<file path="src/rtl/sdram_arb_pkg.sv">
// Shared types and widths for the two-port SDRAM arbiter.
// Latency: n/a (declarations only).
// Backpressure: n/a.
package sdram_arb_pkg;

    localparam int SDRAM_AW  = 25;
    localparam int SDRAM_DW  = 16;
    localparam int SDRAM_BEW = 2;

    typedef enum logic [1:0] {
        IDLE  = 2'd0,
        ISSUE = 2'd1,
        ACK   = 2'd2
    } arb_state_t;

    // Identifies which requester owns a command or a pending read.
    typedef logic port_id_t;

endpackage

</file>
<file path="src/rtl/sdram_arb_tag_fifo.sv">
// Pending-read tag FIFO: remembers which port issued each outstanding read, in order.
// Latency: pushed tag is visible on dout the cycle after push when the FIFO was empty.
// Backpressure: full/empty flags; push while full and pop while empty are ignored.
//
// Ports: clk/rst (async active-high), push/din (tag in), pop (consume head),
//        dout (head tag), full, empty.
module sdram_arb_tag_fifo
    import sdram_arb_pkg::*;
#(
    parameter int MAX_PENDING = 4
) (
    input  logic     clk,
    input  logic     rst,
    input  logic     push,
    input  logic     pop,
    input  port_id_t din,
    output port_id_t dout,
    output logic     full,
    output logic     empty
);

    localparam int PW = $clog2(MAX_PENDING);
    localparam int CW = PW + 1;
    localparam logic [CW-1:0] DEPTH = CW'(MAX_PENDING);

    port_id_t        r_mem [MAX_PENDING];
    logic [PW-1:0]   r_wr_ptr;
    logic [PW-1:0]   r_rd_ptr;
    logic [CW-1:0]   r_count;
    logic            w_push;
    logic            w_pop;

    assign w_push = push & ~full;
    assign w_pop  = pop & ~empty;
    assign full   = (r_count == DEPTH);
    assign empty  = (r_count == '0);
    assign dout   = r_mem[r_rd_ptr];

    // Storage carries no reset; only the pointers define what is valid.
    always_ff @(posedge clk) begin
        if (w_push) begin
            r_mem[r_wr_ptr] <= din;
        end
    end

    // Pointers are exactly PW bits wide, so they wrap modulo MAX_PENDING for free.
    always_ff @(posedge clk or posedge rst) begin
        if (rst) begin
            r_wr_ptr <= '0;
            r_rd_ptr <= '0;
            r_count  <= '0;
        end else begin
            if (w_push) begin
                r_wr_ptr <= r_wr_ptr + PW'(1);
            end
            if (w_pop) begin
                r_rd_ptr <= r_rd_ptr + PW'(1);
            end
            case ({w_push, w_pop})
                2'b10:   r_count <= r_count + CW'(1);
                2'b01:   r_count <= r_count - CW'(1);
                default: r_count <= r_count;
            endcase
        end
    end

endmodule

</file>
<file path="src/rtl/sdram_arbiter.sv">
// Two-port round-robin arbiter in front of an Avalon-MM SDRAM controller slave.
// Latency: request seen in IDLE -> command on bus next cycle; gnt one cycle after acceptance;
//          readdatavalid -> port rvalid/rdata one cycle later.
// Backpressure: waitrequest holds the registered command; reads stall while the tag FIFO is full.
//
// Ports: clk_clk, reset_reset (async active-high); m0_*/m1_* requester command, grant and
//        read-return ports; err (sticky unexpected readdatavalid); sdram_* Avalon-MM master.
// Optional: SDRAM_ARB_STATS_EN adds m0_cmd_cnt/m1_cmd_cnt accepted-command counters.
module sdram_arbiter
    import sdram_arb_pkg::*;
#(
    parameter int MAX_PENDING = 4
) (
    input  logic                 clk_clk,
    input  logic                 reset_reset,
    input  logic                 m0_req,
    input  logic                 m0_we,
    input  logic [SDRAM_AW-1:0]  m0_addr,
    input  logic [SDRAM_DW-1:0]  m0_wdata,
    input  logic [SDRAM_BEW-1:0] m0_be_n,
    input  logic                 m1_req,
    input  logic                 m1_we,
    input  logic [SDRAM_AW-1:0]  m1_addr,
    input  logic [SDRAM_DW-1:0]  m1_wdata,
    input  logic [SDRAM_BEW-1:0] m1_be_n,
    output logic                 m0_gnt,
    output logic                 m1_gnt,
    output logic [SDRAM_DW-1:0]  m0_rdata,
    output logic [SDRAM_DW-1:0]  m1_rdata,
    output logic                 m0_rvalid,
    output logic                 m1_rvalid,
    output logic                 err,
    output logic [SDRAM_AW-1:0]  sdram_address,
    output logic [SDRAM_BEW-1:0] sdram_byteenable_n,
    output logic                 sdram_chipselect,
    output logic [SDRAM_DW-1:0]  sdram_writedata,
    output logic                 sdram_read_n,
    output logic                 sdram_write_n,
    input  logic [SDRAM_DW-1:0]  sdram_readdata,
    input  logic                 sdram_readdatavalid,
    input  logic                 sdram_waitrequest
`ifdef SDRAM_ARB_STATS_EN
    ,
    output logic [31:0]          m0_cmd_cnt,
    output logic [31:0]          m1_cmd_cnt
`endif
);

    arb_state_t           r_state;
    arb_state_t           w_state_nxt;
    port_id_t             r_owner;
    port_id_t             r_rr_ptr;
    logic [SDRAM_AW-1:0]  r_address;
    logic [SDRAM_BEW-1:0] r_be_n;
    logic [SDRAM_DW-1:0]  r_wdata;
    logic                 r_cs;
    logic                 r_read_n;
    logic                 r_write_n;
    logic                 r_gnt0;
    logic                 r_gnt1;
    logic                 r_rvalid0;
    logic                 r_rvalid1;
    logic [SDRAM_DW-1:0]  r_rdata0;
    logic [SDRAM_DW-1:0]  r_rdata1;
    logic                 r_err;

    logic                 w_elig0;
    logic                 w_elig1;
    logic                 w_sel_vld;
    port_id_t             w_sel_port;
    logic                 w_accept;
    logic                 w_sel_we;
    logic [SDRAM_AW-1:0]  w_sel_addr;
    logic [SDRAM_DW-1:0]  w_sel_wdata;
    logic [SDRAM_BEW-1:0] w_sel_be_n;
    logic                 w_push;
    logic                 w_pop;
    port_id_t             w_fifo_head;
    logic                 w_fifo_full;
    logic                 w_fifo_empty;

    // A blocked read on one port must not starve a write on the other,
    // so eligibility is evaluated per port.
    assign w_elig0 = m0_req & (m0_we | ~w_fifo_full);
    assign w_elig1 = m1_req & (m1_we | ~w_fifo_full);

    assign w_sel_we    = w_sel_port ? m1_we    : m0_we;
    assign w_sel_addr  = w_sel_port ? m1_addr  : m0_addr;
    assign w_sel_wdata = w_sel_port ? m1_wdata : m0_wdata;
    assign w_sel_be_n  = w_sel_port ? m1_be_n  : m0_be_n;

    // read_n is low only while a read is on the bus, so it marks a read at acceptance.
    assign w_push = w_accept & ~r_read_n;
    assign w_pop  = sdram_readdatavalid & ~w_fifo_empty;

    always_ff @(posedge clk_clk or posedge reset_reset) begin
        if (reset_reset) begin
            r_state <= IDLE;
        end else begin
            r_state <= w_state_nxt;
        end
    end

    always_comb begin
        w_state_nxt = r_state;
        w_sel_vld   = 1'b0;
        w_sel_port  = 1'b0;
        w_accept    = 1'b0;
        case (r_state)
            IDLE: begin
                if (w_elig0 || w_elig1) begin
                    w_sel_vld   = 1'b1;
                    // On a tie the port that did not win last time goes first.
                    w_sel_port  = (w_elig0 && w_elig1) ? ~r_rr_ptr : w_elig1;
                    w_state_nxt = ISSUE;
                end
            end
            ISSUE: begin
                if (!sdram_waitrequest) begin
                    w_accept    = 1'b1;
                    w_state_nxt = ACK;
                end
            end
            ACK: begin
                w_state_nxt = IDLE;
            end
            default: begin
                w_state_nxt = IDLE;
            end
        endcase
    end

    // Command path: bus registers load on selection and are frozen until acceptance.
    always_ff @(posedge clk_clk or posedge reset_reset) begin
        if (reset_reset) begin
            r_owner   <= 1'b0;
            r_rr_ptr  <= 1'b1;
            r_address <= '0;
            r_be_n    <= '1;
            r_wdata   <= '0;
            r_cs      <= 1'b0;
            r_read_n  <= 1'b1;
            r_write_n <= 1'b1;
            r_gnt0    <= 1'b0;
            r_gnt1    <= 1'b0;
        end else begin
            r_gnt0 <= w_accept & (r_owner == 1'b0);
            r_gnt1 <= w_accept & (r_owner == 1'b1);
            if (w_sel_vld) begin
                r_owner   <= w_sel_port;
                r_address <= w_sel_addr;
                r_wdata   <= w_sel_wdata;
                r_be_n    <= w_sel_be_n;
                r_cs      <= 1'b1;
                r_read_n  <= w_sel_we;
                r_write_n <= ~w_sel_we;
            end else if (w_accept) begin
                r_cs      <= 1'b0;
                r_read_n  <= 1'b1;
                r_write_n <= 1'b1;
                r_rr_ptr  <= r_owner;
            end
        end
    end

    // Return path: route each beat to the port at the head of the tag FIFO.
    always_ff @(posedge clk_clk or posedge reset_reset) begin
        if (reset_reset) begin
            r_rvalid0 <= 1'b0;
            r_rvalid1 <= 1'b0;
            r_rdata0  <= '0;
            r_rdata1  <= '0;
            r_err     <= 1'b0;
        end else begin
            r_rvalid0 <= 1'b0;
            r_rvalid1 <= 1'b0;
            if (sdram_readdatavalid) begin
                if (w_fifo_empty) begin
                    r_err <= 1'b1;
                end else if (w_fifo_head == 1'b0) begin
                    r_rdata0  <= sdram_readdata;
                    r_rvalid0 <= 1'b1;
                end else begin
                    r_rdata1  <= sdram_readdata;
                    r_rvalid1 <= 1'b1;
                end
            end
        end
    end

    sdram_arb_tag_fifo #(
        .MAX_PENDING (MAX_PENDING)
    ) u_tag_fifo (
        .clk   (clk_clk),
        .rst   (reset_reset),
        .push  (w_push),
        .pop   (w_pop),
        .din   (r_owner),
        .dout  (w_fifo_head),
        .full  (w_fifo_full),
        .empty (w_fifo_empty)
    );

    assign sdram_address      = r_address;
    assign sdram_byteenable_n = r_be_n;
    assign sdram_chipselect   = r_cs;
    assign sdram_writedata    = r_wdata;
    assign sdram_read_n       = r_read_n;
    assign sdram_write_n      = r_write_n;
    assign m0_gnt             = r_gnt0;
    assign m1_gnt             = r_gnt1;
    assign m0_rvalid          = r_rvalid0;
    assign m1_rvalid          = r_rvalid1;
    assign m0_rdata           = r_rdata0;
    assign m1_rdata           = r_rdata1;
    assign err                = r_err;

`ifdef SDRAM_ARB_STATS_EN
    logic [31:0] r_cmd_cnt0;
    logic [31:0] r_cmd_cnt1;

    always_ff @(posedge clk_clk or posedge reset_reset) begin
        if (reset_reset) begin
            r_cmd_cnt0 <= '0;
            r_cmd_cnt1 <= '0;
        end else if (w_accept) begin
            if (r_owner == 1'b1) begin
                r_cmd_cnt1 <= r_cmd_cnt1 + 32'd1;
            end else begin
                r_cmd_cnt0 <= r_cmd_cnt0 + 32'd1;
            end
        end
    end

    assign m0_cmd_cnt = r_cmd_cnt0;
    assign m1_cmd_cnt = r_cmd_cnt1;
`else
    // Statistics counters are not built in this configuration.
`endif

endmodule

</file>
<file path="config.mk">
export PLATFORM = sky130hd
export DESIGN_NAME = sdram_arbiter
export DESIGN_NICKNAME = d
export VERILOG_FILES = /design/src/rtl/sdram_arb_pkg.sv /design/src/rtl/sdram_arb_tag_fifo.sv /design/src/rtl/sdram_arbiter.sv
export SDC_FILE = /design/constraint.sdc
export NUM_CORES = 1
export LEC_CHECK = 0
export CAP_MARGIN = 20
export CORE_AREA = 5 5 109 111
export CTS_CLUSTER_DIAMETER = 100
export DETAILED_ROUTE_END_ITERATION = 8
export DIE_AREA = 0 0 114 116
export GPL_TIMING_DRIVEN = 0
export MAX_ROUTING_LAYER = met4
export PLACE_DENSITY = 0.79
export SYNTH_ARGS = -nofsm -noshare
export SYNTH_HDL_FRONTEND = slang
export SYNTH_HIERARCHICAL = 1
export SYNTH_SLANG_ARGS = --single-unit
</file>
<file path="constraint.sdc">
create_clock -name clk_clk -period 3.6 [get_ports clk_clk]
set_input_delay 0.54 -clock clk_clk [delete_from_list [all_inputs] [get_ports clk_clk]]
set_output_delay 0.54 -clock clk_clk [all_outputs]
set_load 0.01 [all_outputs]
</file>
==> results of run 1 <==
## cells by family (layout without fill, tap and decap cells)
logic type	after synthesis	in the layout	synth area share, %
xor+xnor	6	6	1.159
flops	98	98	54.65
simple gates	25	25	3.724
compound gates	13	13	2.538
buf+inv	25	234	3.117
fa+ha+maj	6	6	1.821
mux	122	122	32.99
## cells in the final DEF, fill, tap and decap left out, types with 2 or more instances in the layout
| master | synthesis | final |
|---|---|---|
| sky130_fd_sc_hd__buf_2 | 5 | 5 |
| sky130_fd_sc_hd__nand2_1 | 4 | 4 |
| sky130_fd_sc_hd__inv_1 | 13 | 12 |
| sky130_fd_sc_hd__clkbuf_8 | 0 | 9 |
| sky130_fd_sc_hd__nor2b_1 | 3 | 3 |
| sky130_fd_sc_hd__clkdlybuf4s50_1 | 0 | 192 |
| sky130_fd_sc_hd__buf_6 | 4 | 4 |
| sky130_fd_sc_hd__a21o_1 | 3 | 3 |
| sky130_fd_sc_hd__nor3b_4 | 2 | 2 |
| sky130_fd_sc_hd__mux2_1 | 2 | 2 |
| sky130_fd_sc_hd__nor3_1 | 2 | 2 |
| sky130_fd_sc_hd__dfstp_2 | 5 | 5 |
| sky130_fd_sc_hd__edfxtp_1 | 4 | 4 |
| sky130_fd_sc_hd__ha_1 | 5 | 5 |
| sky130_fd_sc_hd__buf_4 | 3 | 3 |
| sky130_fd_sc_hd__bufinv_16 | 0 | 4 |
| sky130_fd_sc_hd__and2_1 | 2 | 2 |
| sky130_fd_sc_hd__mux2_4 | 30 | 30 |
| sky130_fd_sc_hd__dfrtp_1 | 89 | 89 |
| sky130_fd_sc_hd__nand2b_1 | 3 | 3 |
| sky130_fd_sc_hd__mux2_2 | 88 | 88 |
| sky130_fd_sc_hd__and2_2 | 2 | 2 |
| sky130_fd_sc_hd__nor2_1 | 5 | 5 |
| sky130_fd_sc_hd__o21ai_0 | 2 | 2 |
| sky130_fd_sc_hd__xor2_1 | 3 | 3 |
| sky130_fd_sc_hd__xnor2_1 | 3 | 3 |
## area by class of cell
cell class	instances	area [µm²]
Tap cell	140	175.2
Fill cell	826	3752
Clock buffer	10	148.9
Timing Repair Buffer	193	1949
Sequential cell	98	2479
Clock inverter	6	133.9
Multi-Input combinational cell	172	1916
Inverter	13	51.30
Buffer	12	92.59
## metal layers
layer / up-vias / wire length [µm] / global-route usage [%]
met5: - / 0 / -
met1: 1511 / 4514 / 20.17
met2: 119 / 5765 / 30.21
met3: 15 / 848 / 4.909
li1: 1443 / - / -
met4: 0 / 198 / 5.780
## worst max-delay path, delay by kind of cell
kind	cells	cell delay, ps
fa+ha+maj	2	400
buf+inv	3	550
xor+xnor	2	280
simple gates	5	840
## metrics by stage
stage | instances | setup TNS (ps) | utilization, %
after floorplan | 295 | 0 | -
final | 644 | 0 | 64.92
after detailed placement | 628 | 0 | 62.28
after CTS | 644 | 0 | 64.92
after global routing | 644 | 0 | 64.92
after global placement | 627 | -44810 | 62.00
## where the power goes
part / switching (µW) / internal [µW]
registers: 308 / 1670
clock network: 381 / 575
logic: 1090 / 1740
total: 1780 / 3980
## synthesized netlist by cell type
| master | instances |
|---|---|
| sky130_fd_sc_hd__a21boi_0 | 1 |
| sky130_fd_sc_hd__a21o_1 | 3 |
| sky130_fd_sc_hd__o21ai_0 | 2 |
| sky130_fd_sc_hd__and2_1 | 2 |
| sky130_fd_sc_hd__nor3b_4 | 2 |
| sky130_fd_sc_hd__edfxtp_1 | 4 |
| sky130_fd_sc_hd__o21a_1 | 1 |
| sky130_fd_sc_hd__mux2_2 | 88 |
| sky130_fd_sc_hd__ha_1 | 5 |
| sky130_fd_sc_hd__mux2i_1 | 1 |
| sky130_fd_sc_hd__nand2b_1 | 3 |
| sky130_fd_sc_hd__nor2b_1 | 3 |
| sky130_fd_sc_hd__o31a_2 | 1 |
| sky130_fd_sc_hd__xnor2_1 | 3 |
| sky130_fd_sc_hd__nand2_1 | 4 |
| sky130_fd_sc_hd__fa_1 | 1 |
| sky130_fd_sc_hd__a21oi_1 | 1 |
| sky130_fd_sc_hd__and2_2 | 2 |
| sky130_fd_sc_hd__o22a_1 | 1 |
| sky130_fd_sc_hd__buf_6 | 4 |
| sky130_fd_sc_hd__nor2_1 | 5 |
| sky130_fd_sc_hd__nor2b_2 | 1 |
| sky130_fd_sc_hd__inv_1 | 13 |
| sky130_fd_sc_hd__nor2b_4 | 1 |
| sky130_fd_sc_hd__xor2_1 | 3 |
| sky130_fd_sc_hd__dfrtp_1 | 89 |
| sky130_fd_sc_hd__buf_2 | 5 |
| sky130_fd_sc_hd__a2bb2oi_2 | 1 |
| sky130_fd_sc_hd__buf_4 | 3 |
| sky130_fd_sc_hd__nor3_1 | 2 |
| sky130_fd_sc_hd__mux2_1 | 2 |
| sky130_fd_sc_hd__a211oi_1 | 1 |
| sky130_fd_sc_hd__dfstp_2 | 5 |
| sky130_fd_sc_hd__mux2_4 | 30 |
| sky130_fd_sc_hd__o211ai_4 | 1 |
| sky130_fd_sc_hd__mux4_2 | 1 |
## registers in the layout (all words and copies together) (netlist names), 2 cells and up
name and cells:
u_tag_fifo/r_wr_ptr 2, u_tag_fifo/r_mem 4, r_state 2, sdram_byteenable_n 2, sdram_address 25, u_tag_fifo/r_count 3, sdram_writedata 16, u_tag_fifo/r_rd_ptr 2
m0_rdata 16, m1_rdata 16
## path summary, 6_finish.rpt
kind,cells past startpoint,to,slack (ps),start
max reg2reg,6,sdram_writedata[14],1340,u_tag_fifo/r_count[0]
min,1,err,460,err
min reg2reg,1,err,460,err
max,12,u_tag_fifo/r_count[2],1230,sdram_waitrequest
max in group asynchronous,3,sdram_address[19],2390,reset_reset
min in group asynchronous,2,u_tag_fifo/r_count[2],490,reset_reset
==> out/qor.yml, run 1 <==
cp_data_arrival_time_ps: 2630
crit_chain: "clkdlybuf4s50_1 -> nor2b_1 -> nand2b_1 -> nor2_1 -> nor2b_4 -> inv_1 -> ha_1 -> inv_1 -> fa_1 -> xor2_1 -> nor2_1 -> xor2_1"
net_count_after_synthesis: 411
tritoncts: "done"
ctsRootBufferMaster: "sky130_fd_sc_hd__clkbuf_8"
dr.pass1.iters: 4
grt_pass1_vias: 3372
setup_violators_final: 0
synth.distinct_cells: 36
globalRouteOverflowTotal: 0
hpwl_um: 8998
hold_ws_ps: 462.3
crit_path_start_kind: "primary input"
die_area_mm2: 0.01322
chipHeight_um: 116
timing.fmax_mhz: 421.6
critical_path.max_stage_delay_ps: 410
finalClockSkew_ps: 6.544
finalInstanceArea_mm2: 0.006945
grt_max_degree: 46
port_buffers: 192
post-route-drc-count: 0
grt_util_all_layers_pct: 17.69
post_dp_cell_area_mm2: 0.006663
leakage_dissipation_uw: 0.002972
yosysWarningCount: 6
worst_slew_margin_rel_pct: 62.37
vias: 3088
first_pass_grt_wire_length_um: 17460
pnr_worst_setup_slack_ps: 1228
drv_slew: 0
rsz0062_at_grt: "false"
worst_pin_slew_ps: 564.5
tritoncts.num_buffers: 9
synthDominantAreaCellType: "sky130_fd_sc_hd__dfrtp_1"
cts.repair.resized: 0
critical_path_required_ps: 3850
io-pin-count: 193
clk_latency_ps: 370
period_share_pct: 65.89
antenna_found_initial: 0
yosys.area.top_type_share_pct: 49.10
worst_hold_path_type: "reg2reg"
postSynthRegisterBits: 98
design.core.area_mm2: 0.01070
antenna_violating_nets_post_route: 0
die_boundary_width_um: 114
antenna_cells_inserted: 0
cts-htree-levels: 3
post_synth_instance_area_mm2: 0.004536
timing_hold_violations_final: 0
cap_viol_max_count: 0
finalPower_uw: 5757
maximum_fanout_along_the_worst_path: 7
first_iter_violations: 110
syn_inst: 295
post_route_cells_drive_above_1_share_pct: 32.34
power.density_mw_per_mm2: 828.9
vdd.ir_drop.worst_uv: 395.0
num-nets-final: 615
wire_per_inst_um: 17.59
post-cts-setup-buffers: 0
area_growth_syn_to_layout_pct: 53.13
clk_path_buf_depth: 2
critPathKind: "in2reg"
yosys-top-cells-area: "sky130_fd_sc_hd__dfrtp_1 49%, sky130_fd_sc_hd__mux2_2 22%, sky130_fd_sc_hd__mux2_4 9.9%"
cts.hold.buffers_added: 0
cts.clk_slew.worst_paths_ps: 90
rows: 38
routed_via_density: 4.795
gpl.final_weighted_congestion: 0.8422
initial_utilization_pct: 42.40
synth-seq-area-share_pct: 54.65
run_status: "complete, no violations"
postRouteWirelength_um: 11330
preCtsSetupSlack_ps: 850.9
critical_path.slowest_cell: "sky130_fd_sc_hd__clkdlybuf4s50_1"
crit_path_end_kind: "flop"
syn_avg_cell_area_um2: 15.37
period_needed_ps: 2372
clock_sinks: 98
No activity file was read; power rests on OpenSTA's default activity.
==> inputs of run 2 (changes only) <==
Clock period 3.6 ns to 2.2 ns, I/O delays scaled along.
==> run 2 against run 1 <==
  * Flip-flop and latch count did not move
  * Final area rose by 0.47%
  * Hold slack got worse by 190 ps
  * Count of clock-buffer cells in the layout rose by 1
  * Wire length rose by 3.5%
  * Cell count rose by 2.2%
  * Non-clock buffer count rose by 14
  * Clock power rose by 16%
  * Largest power group unchanged
==> out/qor.yml, run 2 (synthesized netlist as in run 1, its figures left out) <==
run_status: "complete, no violations"
cts.clk_slew.worst_paths_ps: 100
totalNegativeSetupSlack_ps: 0
regToRegStartpoint: "u_tag_fifo/r_count[2]"
design.core.area_mm2: 0.01070
critical_path.max_stage_delay_ps: 420
period_share_pct: 97.60
critPathKind: "reg2reg"
crit_chain: "nor3b_4 -> buf_4 -> nor2b_4 -> o211ai_4 -> buf_4 -> buf_6 -> mux2_4 -> mux2_2"
hold_ws_ps: 274.3
initial_utilization_pct: 42.40
period_needed_ps: 2147
crit_path_start_kind: "flop"
critical_path_required_ps: 2440
p_seq_share_pct: 35.3
gpl.final_weighted_congestion: 0.8239
intPower_uw: 6200
placed_instances: 629
vias: 3168
grt_max_degree: 39
wp_buf_inv: 3
routed_via_density: 4.815
timing.fmax_mhz: 465.7
drv_slew: 0
rsz0062_at_grt: "true"
power.density_mw_per_mm2: 1311
finalClockSkew_ps: 11.69
first_iter_violations: 66
cts-htree-levels: 3
ctsRootBufferMaster: "sky130_fd_sc_hd__clkbuf_8"
antenna_found_initial: 0
antenna_cells_inserted: 0
leakage_dissipation_uw: 0.002994
cp_data_arrival_time_ps: 2390
post_route_cells_drive_above_1_share_pct: 34.56
antenna_violating_nets_post_route: 0
die_area_mm2: 0.01322
finish.utilization_pct: 65.23
hpwl_um: 9197
crit_path_frequent_cell: "sky130_fd_sc_hd__buf_4"
pnr_worst_setup_slack_ps: 52.84
maximum_fanout_along_the_worst_path: 10
num-nets-final: 629
crit_path_end_kind: "flop"
tritoncts: "done"
grt_util_all_layers_pct: 18.41
clock_sinks: 98
reg2reg_depth: 8
largest_reg_flops: 25
combinationalPowerShare_pct: 52.6
clk_latency_ps: 360
vdd.ir_drop.worst_uv: 630.6
layout_commonest_cell: "sky130_fd_sc_hd__clkdlybuf4s50_1"
tritoncts.num_buffers: 9
die_boundary_width_um: 114
port_buffers: 192
area_growth_syn_to_layout_pct: 53.85
rows: 38
preCtsSetupSlack_ps: -268.0
worst-r2r-setup-slack_ps: 50
switching_share_pct: 32.21
grt_pass1_vias: 3567
final_cell_count_no_fill: 658
worst_pin_slew_ps: 395.3
worst_hold_path_type: "in2async"
wire_per_inst_um: 17.81
first_pass_grt_wire_length_um: 18130
clk_path_buf_depth: 2
setup_violators_final: 0
critical_path_depth: 8
dr.pass1.iters: 4
clkPwrFrac_pct: 12.1
critical_path.slowest_cell: "sky130_fd_sc_hd__dfrtp_1"
globalRouteOverflowTotal: 0
worst_slew_margin_rel_pct: 73.59
postRouteWirelength_um: 11720
filler_cell_count: 834
total_switching_power_uw: 2946
post-route-drc-count: 0
cap_viol_max_count: 0
cpLargestDelayFamily: "multiplexers"
layout_common_cells: "192 x sky130_fd_sc_hd__clkdlybuf4s50_1, 88 x sky130_fd_sc_hd__mux2_2, 87 x sky130_fd_sc_hd__dfrtp_1"
cts.hold.buffers_added: 0
timing_hold_violations_final: 0
chipHeight_um: 116
r2r-end: "sdram_address[7]"
io-pin-count: 193
-- run 2: cell count changes in the layout (fill, tap and decap cells not counted), moves of 2 or more --
cell / before / now
sky130_fd_sc_hd__buf_4: 3 / 17
sky130_fd_sc_hd__bufinv_16: 4 / 0
sky130_fd_sc_hd__buf_12: 0 / 2
sky130_fd_sc_hd__clkinv_4: 0 / 2
sky130_fd_sc_hd__dfrtp_1: 89 / 87
sky130_fd_sc_hd__dfrtp_2: 0 / 2
-- run 2: cell type report --
class	count	area [µm²]	share of cell area [%]
Clock inverter	5	36.28	0.5200
Sequential cell	98	2481	35.56
Clock buffer	11	152.6	2.188
Buffer	12	95.09	1.363
Tap cell	140	175.2	2.510
Timing Repair Buffer	207	2059	29.51
Multi-Input combinational cell	172	1926	27.60
Inverter	13	52.55	0.7531
-- run 2: worst reg2reg max path: stages, from the launching register on --
cell,delay [ps]
sky130_fd_sc_hd__dfrtp_1,420
sky130_fd_sc_hd__nor3b_4,160
sky130_fd_sc_hd__buf_4,150
sky130_fd_sc_hd__nor2b_4,140
sky130_fd_sc_hd__o211ai_4,200
sky130_fd_sc_hd__buf_4,180
sky130_fd_sc_hd__buf_6,180
sky130_fd_sc_hd__mux2_4,320
sky130_fd_sc_hd__mux2_2,260
-- run 2: how the worst max path moves through the flow --
| stage | end | from | slack (ps) |
|---|---|---|---|
| after floorplan | u_tag_fifo/r_count[2] | r_state[0] | 200 |
| after global routing | sdram_address[8] | u_tag_fifo/r_count[2] | -20 |
| final | sdram_address[7] | u_tag_fifo/r_count[2] | 50 |
| after global placement | u_tag_fifo/r_count[2] | sdram_waitrequest | -210 |
| after detailed placement | u_tag_fifo/r_count[2] | sdram_waitrequest | -270 |
| after CTS | sdram_address[14] | u_tag_fifo/r_count[2] | 20 |
-- run 2: power groups by stage --
| stage | clock [µW] | sequential, µW | combinational (µW) |
|---|---|---|---|
| 6_report | 1110 | 3230 | 4810 |
| 5_1_grt | 1220 | 3350 | 5160 |
| 4_1_cts | 1150 | 3250 | 4750 |
| 3_5_place_dp | 0 | 3290 | 4700 |
| 3_3_place_gp | 0 | 3220 | 4570 |
| 2_1_floorplan | 0 | 3590 | 2060 |
-- run 2: through the flow --
step	power, µW	instance area (µm²)
global placement	7790	6636
detailed placement	7985	6676
global route	9736	6978
finish	9146	6978
CTS	9157	6893
floorplan	5640	4539
-- run 2: layer usage --
metal	GRT usage, %	vias to the layer above	wire length (µm)
met2	31.54	130	5996
met5	-	-	0
met3	5.431	23	924
met1	20.26	1546	4530
met4	7.126	0	267
li1	-	1469	-
-- run 2: repair_timing --
item,in CTS,in global routing
buffers inserted,3,10
pin swaps,2,2
gates resized for setup,1,5
endpoints found under the setup margin,40,48
==> inputs of run 3 (changes only) <==
Settings changed: SLEW_MARGIN set to 20.
==> run 3 against run 2 <==
  * Count of clock-buffer cells in the layout increased by 2
  * Flip-flop and latch count unchanged
  * Critical path depth unchanged
==> out/qor.yml, run 3 (synthesized netlist as in run 1, its figures left out) <==
run_status: "complete, no violations"
tritoncts: "done"
clock_sinks: 98
initial_utilization_pct: 42.40
worst_slew_margin_rel_pct: 66.65
post_dp_cell_area_mm2: 0.006676
die_boundary_width_um: 114
critical_path.slowest_cell: "sky130_fd_sc_hd__dfrtp_1"
globalRouteOverflowTotal: 0
layout_common_cells: "192 x sky130_fd_sc_hd__clkdlybuf4s50_1, 88 x sky130_fd_sc_hd__mux2_2, 86 x sky130_fd_sc_hd__dfrtp_1"
setup_violators_final: 0
crit_path_end_kind: "flop"
design.core.area_mm2: 0.01070
maximum_fanout_along_the_worst_path: 10
first_pass_grt_wire_length_um: 18170
io-pin-count: 193
area_growth_syn_to_layout_pct: 54.59
largest_reg_flops: 25
switching_share_pct: 32.07
die_area_mm2: 0.01322
post-route-drc-count: 0
worst_hold_path_type: "in2async"
num-nets-final: 630
gpl.final_weighted_congestion: 0.8239
total_switching_power_uw: 2942
antenna_cells_inserted: 0
crit_path_start_kind: "flop"
chipHeight_um: 116
period_needed_ps: 2133
timing_hold_violations_final: 0
layout_commonest_cell: "sky130_fd_sc_hd__clkdlybuf4s50_1"
first_iter_violations: 89
finalInstanceArea_mm2: 0.007012
cp_data_arrival_time_ps: 2370
rows: 38
power.density_mw_per_mm2: 1308
period_share_pct: 96.97
leakage_dissipation_uw: 0.002997
clkPwrFrac_pct: 11.8
combinationalPowerShare_pct: 53.0
cts.clk_slew.worst_paths_ps: 100
worst_pin_slew_ps: 499.2
intPower_uw: 6231
grt_max_degree: 36
post_route_cells_drive_above_1_share_pct: 35.07
drv_slew: 0
vdd.ir_drop.worst_uv: 607.5
critical_path.max_stage_delay_ps: 430
grt_pass1_vias: 3575
clk_path_buf_depth: 2
ctsRootBufferMaster: "sky130_fd_sc_hd__clkbuf_8"
finish.utilization_pct: 65.54
timing.fmax_mhz: 468.7
critPathKind: "reg2reg"
clk_latency_ps: 350
routed_via_density: 4.756
wire_per_inst_um: 17.69
cts-htree-levels: 3
tritoncts.num_buffers: 9
crit_chain: "nor3b_4 -> buf_4 -> nor2b_4 -> o211ai_4 -> buf_12 -> buf_6 -> mux2_2 -> mux2_2"
antenna_violating_nets_post_route: 0
port_buffers: 192
dr.pass1.iters: 4
grt_util_all_layers_pct: 18.40
hpwl_um: 9106
critical_path_required_ps: 2440
finalClockSkew_ps: 13.96
cap_viol_max_count: 0
filler_cell_count: 827
postRouteWirelength_um: 11660
antenna_found_initial: 0
crit_path_frequent_cell: "sky130_fd_sc_hd__mux2_2"
p_seq_share_pct: 35.2
vias: 3134
-- run 3: what timing repair did --
item	in CTS	in global routing
hold buffers	0	0
cloned	0	0
resized for setup	6	7
pin swaps	2	2
buffers inserted	3	11
endpoints found under the setup margin	40	58
-- run 3: area by class of cell --
| cell class | instances | area, µm² | share of cell area (%) |
|---|---|---|---|
| sequential | 98 | 2482 | 35.40 |
| timing repair buffer | 208 | 2079 | 29.66 |
| multi-input combinational | 172 | 1931 | 27.53 |
| tap | 140 | 175.2 | 2.498 |
| clock buffer | 13 | 158.9 | 2.266 |
| buffer | 12 | 108.9 | 1.552 |
| inverter | 13 | 52.55 | 0.7495 |
| clock inverter | 3 | 23.77 | 0.3390 |
-- run 3: worst max-delay path: cells and delay by family, from the launching register on --
family                 cells  cell delay (ps)
flip-flops                 1              430
AO/OA/AOI/OAI              1              200
multiplexers               2              600
AND/OR/NAND/NOR            2              300
buffers and inverters      3              480
-- run 3: path summary, 6_finish.rpt --
kind / cells after the start / slack, ps / from / end
max reg2reg: 8 / 70 / u_tag_fifo/r_count[2] / sdram_writedata[11]
min reg2reg: 1 / 500 / sdram_chipselect / sdram_chipselect
min: 2 / 270 / reset_reset / u_tag_fifo/r_wr_ptr[0]
max: 8 / 70 / u_tag_fifo/r_count[2] / sdram_writedata[11]
min in group clk_clk: 1 / 500 / sdram_chipselect / sdram_chipselect
max in group asynchronous: 3 / 1240 / reset_reset / sdram_byteenable_n[1]
-- run 3: through the flow --
| stage | hold slack, ps | setup TNS (ps) | cells | worst slack [ps] | power, µW |
|---|---|---|---|---|---|
| after floorplan | 133.4 | 0 | 295 | 197.1 | 5640 |
| after global placement | 439.3 | -15280 | 627 | -205.1 | 7790 |
| after detailed placement | 477.1 | -7239 | 629 | -272.2 | 7982 |
| after CTS | 258.4 | -1.869 | 648 | -1.869 | 9146 |
| after global routing | 272.1 | -1.748 | 659 | -1.748 | 9781 |
| final | 273.1 | 0 | 659 | 66.56 | 9172 |
-- run 3: metal layers --
layer / track usage (%) / part of all wire, % / vias to the layer above
met5: - / 0 / -
met4: 6.017 / 1.8 / 0
met3: 6.319 / 8.5 / 17
met2: 30.91 / 51 / 125
met1: 20.67 / 38 / 1517
li1: - / - / 1475
-- run 3: power by group through the flow --
stage / combinational, µW / sequential [µW] / clock, µW
after floorplan: 2060 / 3590 / 0
after global placement: 4570 / 3220 / 0
after detailed placement: 4700 / 3280 / 0
after CTS: 4760 / 3250 / 1130
after global routing: 5220 / 3350 / 1210
final: 4860 / 3230 / 1080
